===== config.mk =====
export PLATFORM = sky130hd
export DESIGN_NAME = sequenciador_flat
export DESIGN_NICKNAME = d
export VERILOG_FILES = /design/src/rtl/sequenciador_if.sv /design/src/rtl/sequenciador.sv /design/src/flat_wrapper.sv
export SDC_FILE = /design/constraint.sdc
export NUM_CORES = 1
export LEC_CHECK = 0
export ABC_CLOCK_PERIOD_IN_PS = 3100
export CAP_MARGIN = 20
export CORE_AREA = 2 2 63 65
export CTS_CLUSTER_SIZE = 14
export DETAILED_ROUTE_END_ITERATION = 16
export DIE_AREA = 0 0 65 67
export PLACE_DENSITY = 0.89
export SYNTH_ARGS = -nofsm -noshare
export SYNTH_HDL_FRONTEND = slang
export SYNTH_SLANG_ARGS = --single-unit

===== constraint.sdc =====
create_clock -name clk -period 3.1 [get_ports clk]
set_clock_uncertainty 0.05 [all_clocks]
set_input_delay 0.62 -clock clk [delete_from_list [all_inputs] [get_ports clk]]
set_output_delay 0.62 -clock clk [all_outputs]
set_load 0.05 [all_outputs]

===== src/rtl/sequenciador_if.sv =====
// Button/control inputs and registered state-code outputs of the sequencer.
// The state code is consumed by the downstream interpretador decoder.
interface sequenciador_if;
    logic       botao;
    logic       pausa;
    logic       ciclico;
    logic [4:0] estado;
    logic       ocupado;
    logic       fim;

    modport master (output botao, pausa, ciclico, input estado, ocupado, fim);
    modport slave  (input botao, pausa, ciclico, output estado, ocupado, fim);
endinterface


===== src/rtl/sequenciador.sv =====
// Steps a 5-bit state code through 0..ULTIMO at a prescaled rate on each button press.
// All outputs are registered so the downstream decoder never sees glitches.
module sequenciador #(
    parameter int unsigned DIVISOR = 25_000_000,
    parameter int unsigned ULTIMO  = 8,
    parameter logic [4:0]  APAGADO = 5'b01001
) (
    input logic          clk,
    input logic          rst_n,
    sequenciador_if.slave bus
);
    localparam int PW = (DIVISOR > 1) ? $clog2(DIVISOR) : 1;

    localparam logic [1:0] OCIOSO  = 2'd0;
    localparam logic [1:0] RODANDO = 2'd1;
    localparam logic [1:0] PAUSADO = 2'd2;
    localparam logic [1:0] FIM     = 2'd3;

    logic [1:0]    st_q, st_d;
    logic [4:0]    idx_q, idx_d;
    logic [PW-1:0] presc_q, presc_d;
    logic [4:0]    estado_q, estado_d;
    logic          ocupado_q, ocupado_d;
    logic          fim_q, fim_d;
    logic          s1_q, s2_q, s3_q;
    logic          press;

    // s3 remembers the previous synchronized level so a held button fires once
    assign press = s2_q & ~s3_q;

    always_comb begin
        st_d    = st_q;
        idx_d   = idx_q;
        presc_d = presc_q;
        fim_d   = 1'b0;
        case (st_q)
            OCIOSO, FIM: begin
                presc_d = '0;
                if (press) begin
                    st_d  = RODANDO;
                    idx_d = '0;
                end
            end
            RODANDO, PAUSADO: begin
                if (press) begin
                    st_d    = RODANDO;
                    idx_d   = '0;
                    presc_d = '0;
                end else if (bus.pausa) begin
                    st_d = PAUSADO;
                end else begin
                    // Leaving pause counts on the same edge, so a pause costs exactly its length
                    st_d = RODANDO;
                    if (presc_q == PW'(DIVISOR - 1)) begin
                        presc_d = '0;
                        if (idx_q < 5'(ULTIMO)) begin
                            idx_d = idx_q + 5'd1;
                        end else if (bus.ciclico) begin
                            idx_d = '0;
                        end else begin
                            st_d  = FIM;
                            fim_d = 1'b1;
                        end
                    end else begin
                        presc_d = presc_q + 1'b1;
                    end
                end
            end
            default: st_d = OCIOSO;
        endcase
        ocupado_d = (st_d == RODANDO) || (st_d == PAUSADO);
        estado_d  = ocupado_d ? idx_d : APAGADO;
    end

    always_ff @(posedge clk or negedge rst_n) begin
        if (!rst_n) begin
            st_q      <= OCIOSO;
            idx_q     <= '0;
            presc_q   <= '0;
            estado_q  <= APAGADO;
            ocupado_q <= 1'b0;
            fim_q     <= 1'b0;
            s1_q      <= 1'b0;
            s2_q      <= 1'b0;
            s3_q      <= 1'b0;
        end else begin
            st_q      <= st_d;
            idx_q     <= idx_d;
            presc_q   <= presc_d;
            estado_q  <= estado_d;
            ocupado_q <= ocupado_d;
            fim_q     <= fim_d;
            s1_q      <= bus.botao;
            s2_q      <= s1_q;
            s3_q      <= s2_q;
        end
    end

    assign bus.estado  = estado_q;
    assign bus.ocupado = ocupado_q;
    assign bus.fim     = fim_q;
endmodule

===== src/flat_wrapper.sv =====
// flat-port wrapper written by rule: the top's interface ports become plain ports
module sequenciador_flat 
#(
    parameter int unsigned DIVISOR = 25_000_000,
    parameter int unsigned ULTIMO  = 8,
    parameter logic [4:0]  APAGADO = 5'b01001
)
  (clk, rst_n, bus_botao, bus_pausa, bus_ciclico, bus_estado, bus_ocupado, bus_fim);
  sequenciador_if bus_i ();
  input logic clk;
  input logic rst_n;
  input wire logic [$bits(bus_i.botao)-1:0] bus_botao;
  input wire logic [$bits(bus_i.pausa)-1:0] bus_pausa;
  input wire logic [$bits(bus_i.ciclico)-1:0] bus_ciclico;
  output wire logic [$bits(bus_i.estado)-1:0] bus_estado;
  output wire logic [$bits(bus_i.ocupado)-1:0] bus_ocupado;
  output wire logic [$bits(bus_i.fim)-1:0] bus_fim;
  assign bus_i.botao = bus_botao;
  assign bus_i.pausa = bus_pausa;
  assign bus_i.ciclico = bus_ciclico;
  assign bus_estado = bus_i.estado;
  assign bus_ocupado = bus_i.ocupado;
  assign bus_fim = bus_i.fim;
  sequenciador #(.DIVISOR(DIVISOR), .ULTIMO(ULTIMO), .APAGADO(APAGADO)) u_core (.clk(clk), .rst_n(rst_n), .bus(bus_i));
endmodule

==> impl_metrics.py, run 1 <==
metrics = {
    "outcome": {
        "status": "completed",
    },
    "yosys": {
        "yosysMostFrequentCell": "dfrtp_1",
        "yosysWarnings": 0,
        "synth_top_area_share": 0.473,
        "synthTopCellsByArea": "dfrtp_1, xnor2_1, nor2_1, nand3_1, nand2_1",
        "syn_inst": 214,
        "syn_area_um2": 2120,
        "avgSynthCellArea_um2": 9.89,
        "yosys.cell_types.count": 44,
        "synth_edf_count": 0,
        "ys_seq_area_frac": 0.498,
        "yosysTopAreaCell": "dfrtp_1",
        "ys_top_cells_by_count": "dfrtp_1, nor2_1, nand2_1, nand3_1, xnor2_1",
        "syn_nets": 221,
        "ys_async_sr_fraction": 1.00,
        "synth_seq_cells": 42,
        "synthFlopType": "dfrtp_1",
    },
    "final_layout": {
        "syn_to_final_growth_pct": 11.8,
        "nets": 236,
        "drive_gt1_frac": 0.100,
        "antenna_cells": 0,
    },
    "critical_path": {
        "path_cells": "clkdlybuf4s50_1",
        "cp_num_buf_inv": 1,
        "critPathRequiredTime_ns": 2.43,
        "crit_type": "reg2out",
        "r2r-start": "u_core.presc_q[6]",
        "crit_arrival_ns": 1.60,
        "worstPathMaxFanout": 1,
        "setup.worst_path.start_class": "register",
        "setup.worst_path.end_class": "output port",
        "startpoint": "u_core.bus.estado[3]",
        "path_delay_family": "buffers and inverters",
        "critical-path-slowest-cell": "clkdlybuf4s50_1",
        "max_stage_delay_ns": 0.79,
    },
    "clock_network": {
        "cts_tree": "built",
        "ctsResizeCount": 0,
        "clockRootBuffer": "clkbuf_8",
        "numCtsBuffers": 5,
        "cts_max_level": 2,
        "clock_path_buffers": 2,
        "ctsHoldBuffers": 0,
        "clock-sinks": 42,
        "insertion_delay_ns": 0.29,
        "clk_pin_slew_ns": 0.07,
        "cts_setup_buffers": 0,
    },
    "global_routing": {
        "overflow": 0,
        "grt_pass1_vias": 1608,
        "grt_start_max_net_pins": 43,
        "antenna_found_initial": 0,
        "track_usage": 0.221,
        "grt_pass1_wl_um": 7250,
    },
    "placed_design": {
        "place_congestion": 0.902,
        "detailed_place_hpwl_um": 2870,
        "io_buffers": 11,
        "pre_cts_slack_ns": 0.639,
    },
    "routing": {
        "via_count": 1650,
        "drtIter0Drc": 139,
        "antenna_left": 0,
        "routedWlPerCell_um": 14.7,
        "avgViaCountPerCell": 5.94,
        "totalWireLength_um": 4100,
        "drc_errors": 0,
        "drtPass1Iterations": 5,
    },
    "run": {
        "cap_violations": 0,
    },
    "timing": {
        "max_freq_mhz": 441,
        "max_slew.worst_pin.slew_ns": 0.904,
        "setup_viol": 0,
        "min_period_ns": 2.27,
        "post-route-period-util": 0.731,
        "final_hold_viol_count": 0,
        "setup_tns_ns": 0,
        "drv_slew": 0,
        "worst_slack_ns": 0.834,
        "relSlewSlack": 0.397,
        "rsz0062_at_grt": "false",
        "timing.hold.ws_ns": 0.307,
    },
    "power_and_ir_drop": {
        "switching_power_uw": 453,
        "share_comb_of_total_power": 0.262,
        "p_clk_frac": 0.264,
        "power_density_nw_per_um2": 564,
        "peakVddDrop_v": 0.000302,
        "switching_share": 0.340,
        "leakagePower_uw": 0.000955,
        "seqPwrFrac": 0.475,
        "p_int_uw": 881,
    },
    "floorplan": {
        "core_um2": 3610,
        "dieHeight_um": 67,
        "num_rows": 22,
        "chipWidth_um": 65,
        "die_area_um2": 4360,
        "start_util": 0.587,
        "ios": 12,
    },
    "hold_path": {
        "hp-class": "reg2reg",
        "min-delay-start": "u_core.s1_q",
    },
}
## per-stage QoR
stage | std cells | utilization | total power (uW) | instance area, um^2
floorplan | 214 | - | 887 | 2120
global placement | 270 | 0.630 | 988 | 2270
detailed placement | 270 | 0.630 | 994 | 2270
CTS | 278 | 0.656 | 1350 | 2360
global route | 278 | 0.656 | 1410 | 2360
finish | 278 | 0.656 | 1330 | 2360
## sequential cells by signal, indices dropped and copies added (netlist names)
register,flops
u_core.bus.ocupado,1
u_core.bus.fim,1
u_core.s3_q,1
u_core.s2_q,1
u_core.presc_q,25
u_core.s1_q,1
u_core.st_q,2
u_core.idx_q,5
u_core.bus.estado,5
## final cells by class
cell class,count,area [um^2]
timing repair buffer,13,120
fill,284,1240
multi-input combinational,165,1030
clock inverter,1,5.00
sequential,42,1050
inverter,2,7.51
tap,48,60.1
clock buffer,7,86.3
## power groups by stage
| stage | combinational, uW | clock, uW | sequential (uW) |
|---|---|---|---|
| after floorplan | 178 | 0 | 709 |
| after global placement | 347 | 0 | 641 |
| after detailed placement | 350 | 0 | 644 |
| after CTS | 351 | 361 | 634 |
| after global routing | 383 | 389 | 639 |
| final | 349 | 352 | 633 |
## cells by family (layout without fill, tap and decap cells)
family,Yosys count,in the layout,synth area share
AND/OR/NAND/NOR,115,115,0.289
flip-flops,42,42,0.498
AO/OA/AOI/OAI,25,25,0.0887
XOR/XNOR,23,23,0.0988
buffers and inverters,7,23,0.0142
adder cells (fa/ha/maj),2,2,0.0118
## layer usage
layer / up-vias / global-route usage / share of wire
met5: - / 0 / 0
met2: 37 / 0.381 / 0.49
li1: 801 / - / -
met1: 805 / 0.273 / 0.46
met3: 7 / 0.0507 / 0.041
met4: 0 / 0.0745 / 0.012
## cell usage in the layout, fill, tap and decap left out, drive strengths merged, types with 4 or more instances in the layout
master         instances
dfrtp                 40
nor2                  30
nand2                 18
nand3                 18
xnor2                 16
clkdlybuf4s50         10
and4                   8
and2                   7
xor2                   7
clkbuf                 7
nor3                   6
nand4                  6
nor4                   6
and3                   6
o21ai                  6
a21oi                  4
## worst paths after layout
path | endpoint | slack, ns | cells past startpoint
min | u_core.s2_q | 0.31 | 0
min in group asynchronous | u_core.s1_q | 0.41 | 1
max | bus_estado[3] | 0.83 | 1
max in group asynchronous | u_core.presc_q[18] | 2.03 | 1
min reg2reg | u_core.s2_q | 0.31 | 0
max reg2reg | u_core.bus.estado[2] | 1.00 | 5
No activity file was read; power rests on OpenSTA's default activity.
==> inputs of run 2 (changes only) <==
--- a/config.mk
+++ b/config.mk
@@ -5,13 +5,13 @@
 export SDC_FILE = /design/constraint.sdc
 export NUM_CORES = 1
 export LEC_CHECK = 0
-export ABC_CLOCK_PERIOD_IN_PS = 3100
+export ABC_CLOCK_PERIOD_IN_PS = 1950
 export CAP_MARGIN = 20
-export CORE_AREA = 2 2 63 65
+export CORE_AREA = 2 2 67 69
 export CTS_CLUSTER_SIZE = 14
 export DETAILED_ROUTE_END_ITERATION = 16
-export DIE_AREA = 0 0 65 67
-export PLACE_DENSITY = 0.89
+export DIE_AREA = 0 0 69 71
+export PLACE_DENSITY = 0.83
 export SYNTH_ARGS = -nofsm -noshare
 export SYNTH_HDL_FRONTEND = slang
 export SYNTH_SLANG_ARGS = --single-unit
==> constraint.sdc (replaced) <==
create_clock -name clk -period 1.95 [get_ports clk]
set_clock_uncertainty 0.05 [all_clocks]
set_input_delay 0.39 -clock clk [delete_from_list [all_inputs] [get_ports clk]]
set_output_delay 0.39 -clock clk [all_outputs]
set_load 0.05 [all_outputs]
==> impl_metrics.py, run 2 (same netlist as run 1, synthesis figures left out) <==
metrics = {
    "global_routing": {
        "track_usage": 0.221,
        "grt_start_max_net_pins": 43,
        "grt_pass1_wl_um": 8650,
        "antenna_found_initial": 0,
        "overflow": 0,
        "grt_pass1_vias": 1815,
    },
    "critical_path": {
        "crit_arrival_ns": 2.06,
        "critical-path-slowest-cell": "a311o_2",
        "reg2reg_slack_ns": 0.03,
        "worstPathMaxFanout": 6,
        "critPathRequiredTime_ns": 2.09,
        "path_delay_family": "compound AO/OA/AOI/OAI gates",
        "cp-endpoint": "u_core.presc_q[23]",
        "cp_num_buf_inv": 0,
        "worst_r2r_endpoint": "u_core.presc_q[23]",
        "path_cells": "xor2_2 > a311o_2 > nor4_1 > xnor2_1 > nor2_2",
        "startpoint": "u_core.st_q[0]",
        "setup.worst_path.end_class": "register",
        "r2r-start": "u_core.st_q[0]",
        "setup.worst_path.start_class": "register",
        "crit_type": "reg2reg",
        "max_stage_delay_ns": 0.48,
        "worstRegToRegCells": 5,
        "crit_cells": 5,
    },
    "power_and_ir_drop": {
        "power_density_nw_per_um2": 947,
        "leakagePower_uw": 0.00111,
        "share_comb_of_total_power": 0.268,
        "peakVddDrop_v": 0.000399,
        "seqPwrFrac": 0.399,
        "switching_power_uw": 791,
        "p_int_uw": 1740,
        "switching_share": 0.313,
        "totalPowerFinal_uw": 2530,
        "p_clk_frac": 0.334,
    },
    "timing": {
        "worst_slack_ns": 0.0319,
        "max_freq_mhz": 521,
        "max_slew.worst_pin.slew_ns": 0.526,
        "drv_slew": 0,
        "rsz0062_at_grt": "true",
        "setup_viol": 0,
        "relSlewSlack": 0.650,
        "min_period_ns": 1.92,
        "final_hold_viol_count": 0,
        "post-route-period-util": 0.984,
        "timing.hold.ws_ns": 0.0954,
    },
    "placed_design": {
        "detailed_place_hpwl_um": 3390,
        "place_inst": 298,
        "io_buffers": 11,
        "place_congestion": 0.882,
        "place_area_um2": 2470,
        "pre_cts_slack_ns": -0.155,
    },
    "floorplan": {
        "num_rows": 24,
        "dieHeight_um": 71,
        "ios": 12,
        "core_um2": 4200,
        "start_util": 0.503,
        "chipWidth_um": 69,
        "die_area_um2": 4900,
    },
    "routing": {
        "drc_errors": 0,
        "drtPass1Iterations": 7,
        "met1Wirelength_um": 2160,
        "totalWireLength_um": 5130,
        "avgViaCountPerCell": 6.02,
        "routedWlPerCell_um": 16.8,
        "highest_layer": "met4",
        "via_count": 1842,
        "met2_length_um": 2410,
        "antenna_left": 0,
        "drtIter0Drc": 205,
        "wl_met3_um": 292,
    },
    "final_layout": {
        "final_area_um2": 2670,
        "mostFrequentLayoutCells": "dfrtp_1, nor2_1, buf_4",
        "largest_register": "u_core.presc_q",
        "syn_to_final_growth_pct": 26.3,
        "layout_commonest_cell": "dfrtp_1",
        "fin_cells": 306,
        "fill_cells": 328,
        "largest_reg_flops": 25,
        "antenna_cells": 0,
        "nets": 260,
        "drive_gt1_frac": 0.236,
    },
    "run": {
        "cap_violations": 0,
    },
    "outcome": {
        "status": "completed",
    },
    "clock_network": {
        "numCtsBuffers": 5,
        "insertion_delay_ns": 0.30,
        "cts_max_level": 2,
        "clock_path_buffers": 2,
        "clock-sinks": 42,
        "clockRootBuffer": "clkbuf_8",
        "clk_pin_slew_ns": 0.08,
        "ctsHoldBuffers": 0,
        "cts_tree": "built",
    },
    "hold_path": {
        "hp-class": "in2async",
    },
}
==> run 2: cell count changes in the layout (fill, tap and decap cells not counted), sizes merged <==
cell and delta:
buf +26, bufinv +2, clkbuf -1, clkdlybuf4s50 -2, clkinv -1
==> run 2: how the worst min path moves through the flow <==
stage,start,to,slack (ns)
after global routing,rst_n,u_core.bus.ocupado,0.15
after CTS,rst_n,u_core.idx_q[1],0.12
after detailed placement,u_core.s1_q,u_core.s2_q,0.29
final,rst_n,u_core.bus.estado[4],0.1
after floorplan,rst_n,u_core.bus.estado[1],0.04
after global placement,u_core.s1_q,u_core.s2_q,0.28
==> run 2: repair_timing <==
item                       4_1_cts  5_1_grt
setup endpoints to repair        2       14
cloned                           0        0
gates resized for setup          1       10
setup buffers                    0        0
==> run 2: layout make-up <==
type	count	area [um^2]	area share
Tap cell	52	65.1	0.0244
Inverter	2	7.51	0.00281
Timing Repair Buffer	37	308	0.115
Clock inverter	2	60.1	0.0225
Clock buffer	6	82.6	0.0309
Multi-Input combinational cell	165	1090	0.410
Sequential cell	42	1050	0.394
==> run 2: layer usage <==
metal | global-route usage | up-vias
met5 | 0 | -
met4 | 0.115 | 0
met2 | 0.347 | 83
li1 | - | 849
met3 | 0.0513 | 30
met1 | 0.287 | 880
==> run 2: power by group through the flow <==
stage | logic (uW) | clock network (uW) | registers (uW)
finish | 677 | 844 | 1010
floorplan | 283 | 0 | 1130
global placement | 654 | 0 | 1020
global route | 726 | 894 | 1020
CTS | 668 | 856 | 1010
detailed placement | 663 | 0 | 1020
==> run 2: metrics by stage <==
stage           util  TNS (ns)
3_3_place_gp   0.587     -1.15
3_5_place_dp   0.587     -1.69
4_1_cts        0.622         0
6_report       0.635         0
2_1_floorplan      -         0
5_1_grt        0.635    -0.174
==> inputs of run 3 (changes only) <==
==> constraint.sdc (replaced) <==
create_clock -name clk -period 1.95 [get_ports clk]
set_clock_uncertainty 0.05 [all_clocks]
set_input_delay 0.4875 -clock clk [delete_from_list [all_inputs] [get_ports clk]]
set_output_delay 0.4875 -clock clk [all_outputs]
set_load 0.05 [all_outputs]
==> impl_metrics.py, run 3 (same netlist as run 1, synthesis figures left out) <==
metrics = {
    "routing": {
        "totalWireLength_um": 4880,
        "drtPass1Iterations": 4,
        "avgViaCountPerCell": 5.65,
        "routedWlPerCell_um": 15.6,
        "antenna_left": 0,
        "drtIter0Drc": 168,
        "drc_errors": 0,
        "via_count": 1767,
    },
    "timing": {
        "relSlewSlack": 0.626,
        "timing.hold.ws_ns": 0.125,
        "rsz0062_at_grt": "false",
        "setup_viol": 0,
        "post-route-period-util": 0.959,
        "min_period_ns": 1.87,
        "final_hold_viol_count": 0,
        "max_slew.worst_pin.slew_ns": 0.561,
        "worst_slack_ns": 0.0795,
        "drv_slew": 0,
        "max_freq_mhz": 535,
    },
    "clock_network": {
        "clk_pin_slew_ns": 0.08,
        "insertion_delay_ns": 0.29,
        "numCtsBuffers": 5,
        "cts_setup_buffers": 0,
        "clockRootBuffer": "clkbuf_8",
        "cts_max_level": 2,
        "clock-sinks": 42,
        "cts_tree": "built",
        "clock_path_buffers": 2,
    },
    "final_layout": {
        "largest_reg_flops": 25,
        "largest_register": "u_core.presc_q",
        "mostFrequentLayoutCells": "dfrtp_1, buf_4, nor2_1",
        "antenna_cells": 0,
        "syn_to_final_growth_pct": 25.9,
        "layout_commonest_cell": "dfrtp_1",
        "nets": 267,
        "drive_gt1_frac": 0.284,
    },
    "critical_path": {
        "worstRegToRegCells": 6,
        "reg2reg_slack_ns": 0.08,
        "critPathRequiredTime_ns": 2.08,
        "crit_type": "reg2reg",
        "crit_arrival_ns": 2.00,
        "setup.worst_path.end_class": "register",
        "setup.worst_path.start_class": "register",
        "startpoint": "u_core.presc_q[0]",
        "worst_r2r_endpoint": "u_core.bus.estado[2]",
        "r2r-start": "u_core.presc_q[0]",
        "worstPathMaxFanout": 4,
    },
    "placed_design": {
        "place_congestion": 0.850,
        "detailed_place_hpwl_um": 3530,
        "io_buffers": 11,
        "pre_cts_slack_ns": -0.309,
    },
    "global_routing": {
        "overflow": 0,
        "track_usage": 0.212,
        "grt_start_max_net_pins": 27,
        "antenna_found_initial": 0,
        "grt_pass1_wl_um": 8210,
        "grt_pass1_vias": 1770,
    },
    "floorplan": {
        "num_rows": 24,
        "start_util": 0.503,
        "core_um2": 4200,
        "ios": 12,
        "die_area_um2": 4900,
        "chipWidth_um": 69,
        "dieHeight_um": 71,
    },
    "power_and_ir_drop": {
        "p_clk_frac": 0.253,
        "switching_power_uw": 792,
        "switching_share": 0.348,
        "power_density_nw_per_um2": 853,
        "p_int_uw": 1480,
        "seqPwrFrac": 0.446,
        "leakagePower_uw": 0.00114,
        "share_comb_of_total_power": 0.300,
        "peakVddDrop_v": 0.000380,
    },
    "hold_path": {
        "hp-class": "in2async",
    },
    "outcome": {
        "status": "completed",
    },
    "run": {
        "cap_violations": 0,
    },
}
run 3: layout make-up:
cell class	instances	area, um^2
Timing Repair Buffer	44	354
Inverter	2	7.51
Clock inverter	1	5.00
Tap cell	52	65.1
Sequential cell	42	1050
Multi-Input combinational cell	165	1090
Clock buffer	7	86.3
Fill cell	354	1540
run 3: worst max path at each step:
stage	to	slack [ns]	cells after the start
6_report	u_core.bus.estado[2]	0.08	6
3_3_place_gp	u_core.presc_q[13]	-0.34	8
5_1_grt	u_core.bus.estado[0]	0.0007	7
3_5_place_dp	u_core.bus.estado[1]	-0.31	7
2_1_floorplan	u_core.presc_q[15]	0.14	4
4_1_cts	u_core.presc_q[9]	0.005	8
run 3: power groups by stage:
stage	combinational, uW	sequential (uW)	clock [uW]
detailed placement	662	1030	0
floorplan	283	1130	0
global route	739	1020	626
finish	683	1010	576
global placement	651	1020	0
CTS	663	1010	588
run 3: what timing repair did:
item	in CTS	in global routing
setup endpoints to repair	1	17
pin swaps	0	5
gates resized for setup	1	14
hold buffers	0	0
run 3: metrics by stage:
step	power, uW	area (um^2)	util	setup TNS (ns)	instances
3_5_place_dp	1690	2510	0.596	-5.82	305
6_report	2270	2660	0.634	0	313
5_1_grt	2390	2660	0.634	0	313
2_1_floorplan	1410	2120	-	0	214
3_3_place_gp	1670	2510	0.596	-4.69	305
4_1_cts	2270	2600	0.619	0	313
run 3: routing by layer:
metal  vias to the layer above  wire (um)  global-route usage  share of wire
li1                        857          -                   -              -
met1                       845       2110               0.257           0.43
met2                        49       2440               0.360           0.50
met3                        16        170              0.0427          0.035
met4                         0        160               0.107          0.033
met5                         -          0                   0              0
run 3: worst max-delay path: stages (launching register included):
cell      delay, ns
dfrtp_1        0.42
ha_2           0.21
and2_2         0.23
and2_1         0.19
and4_4         0.19
and4_2         0.23
o2111a_1       0.23
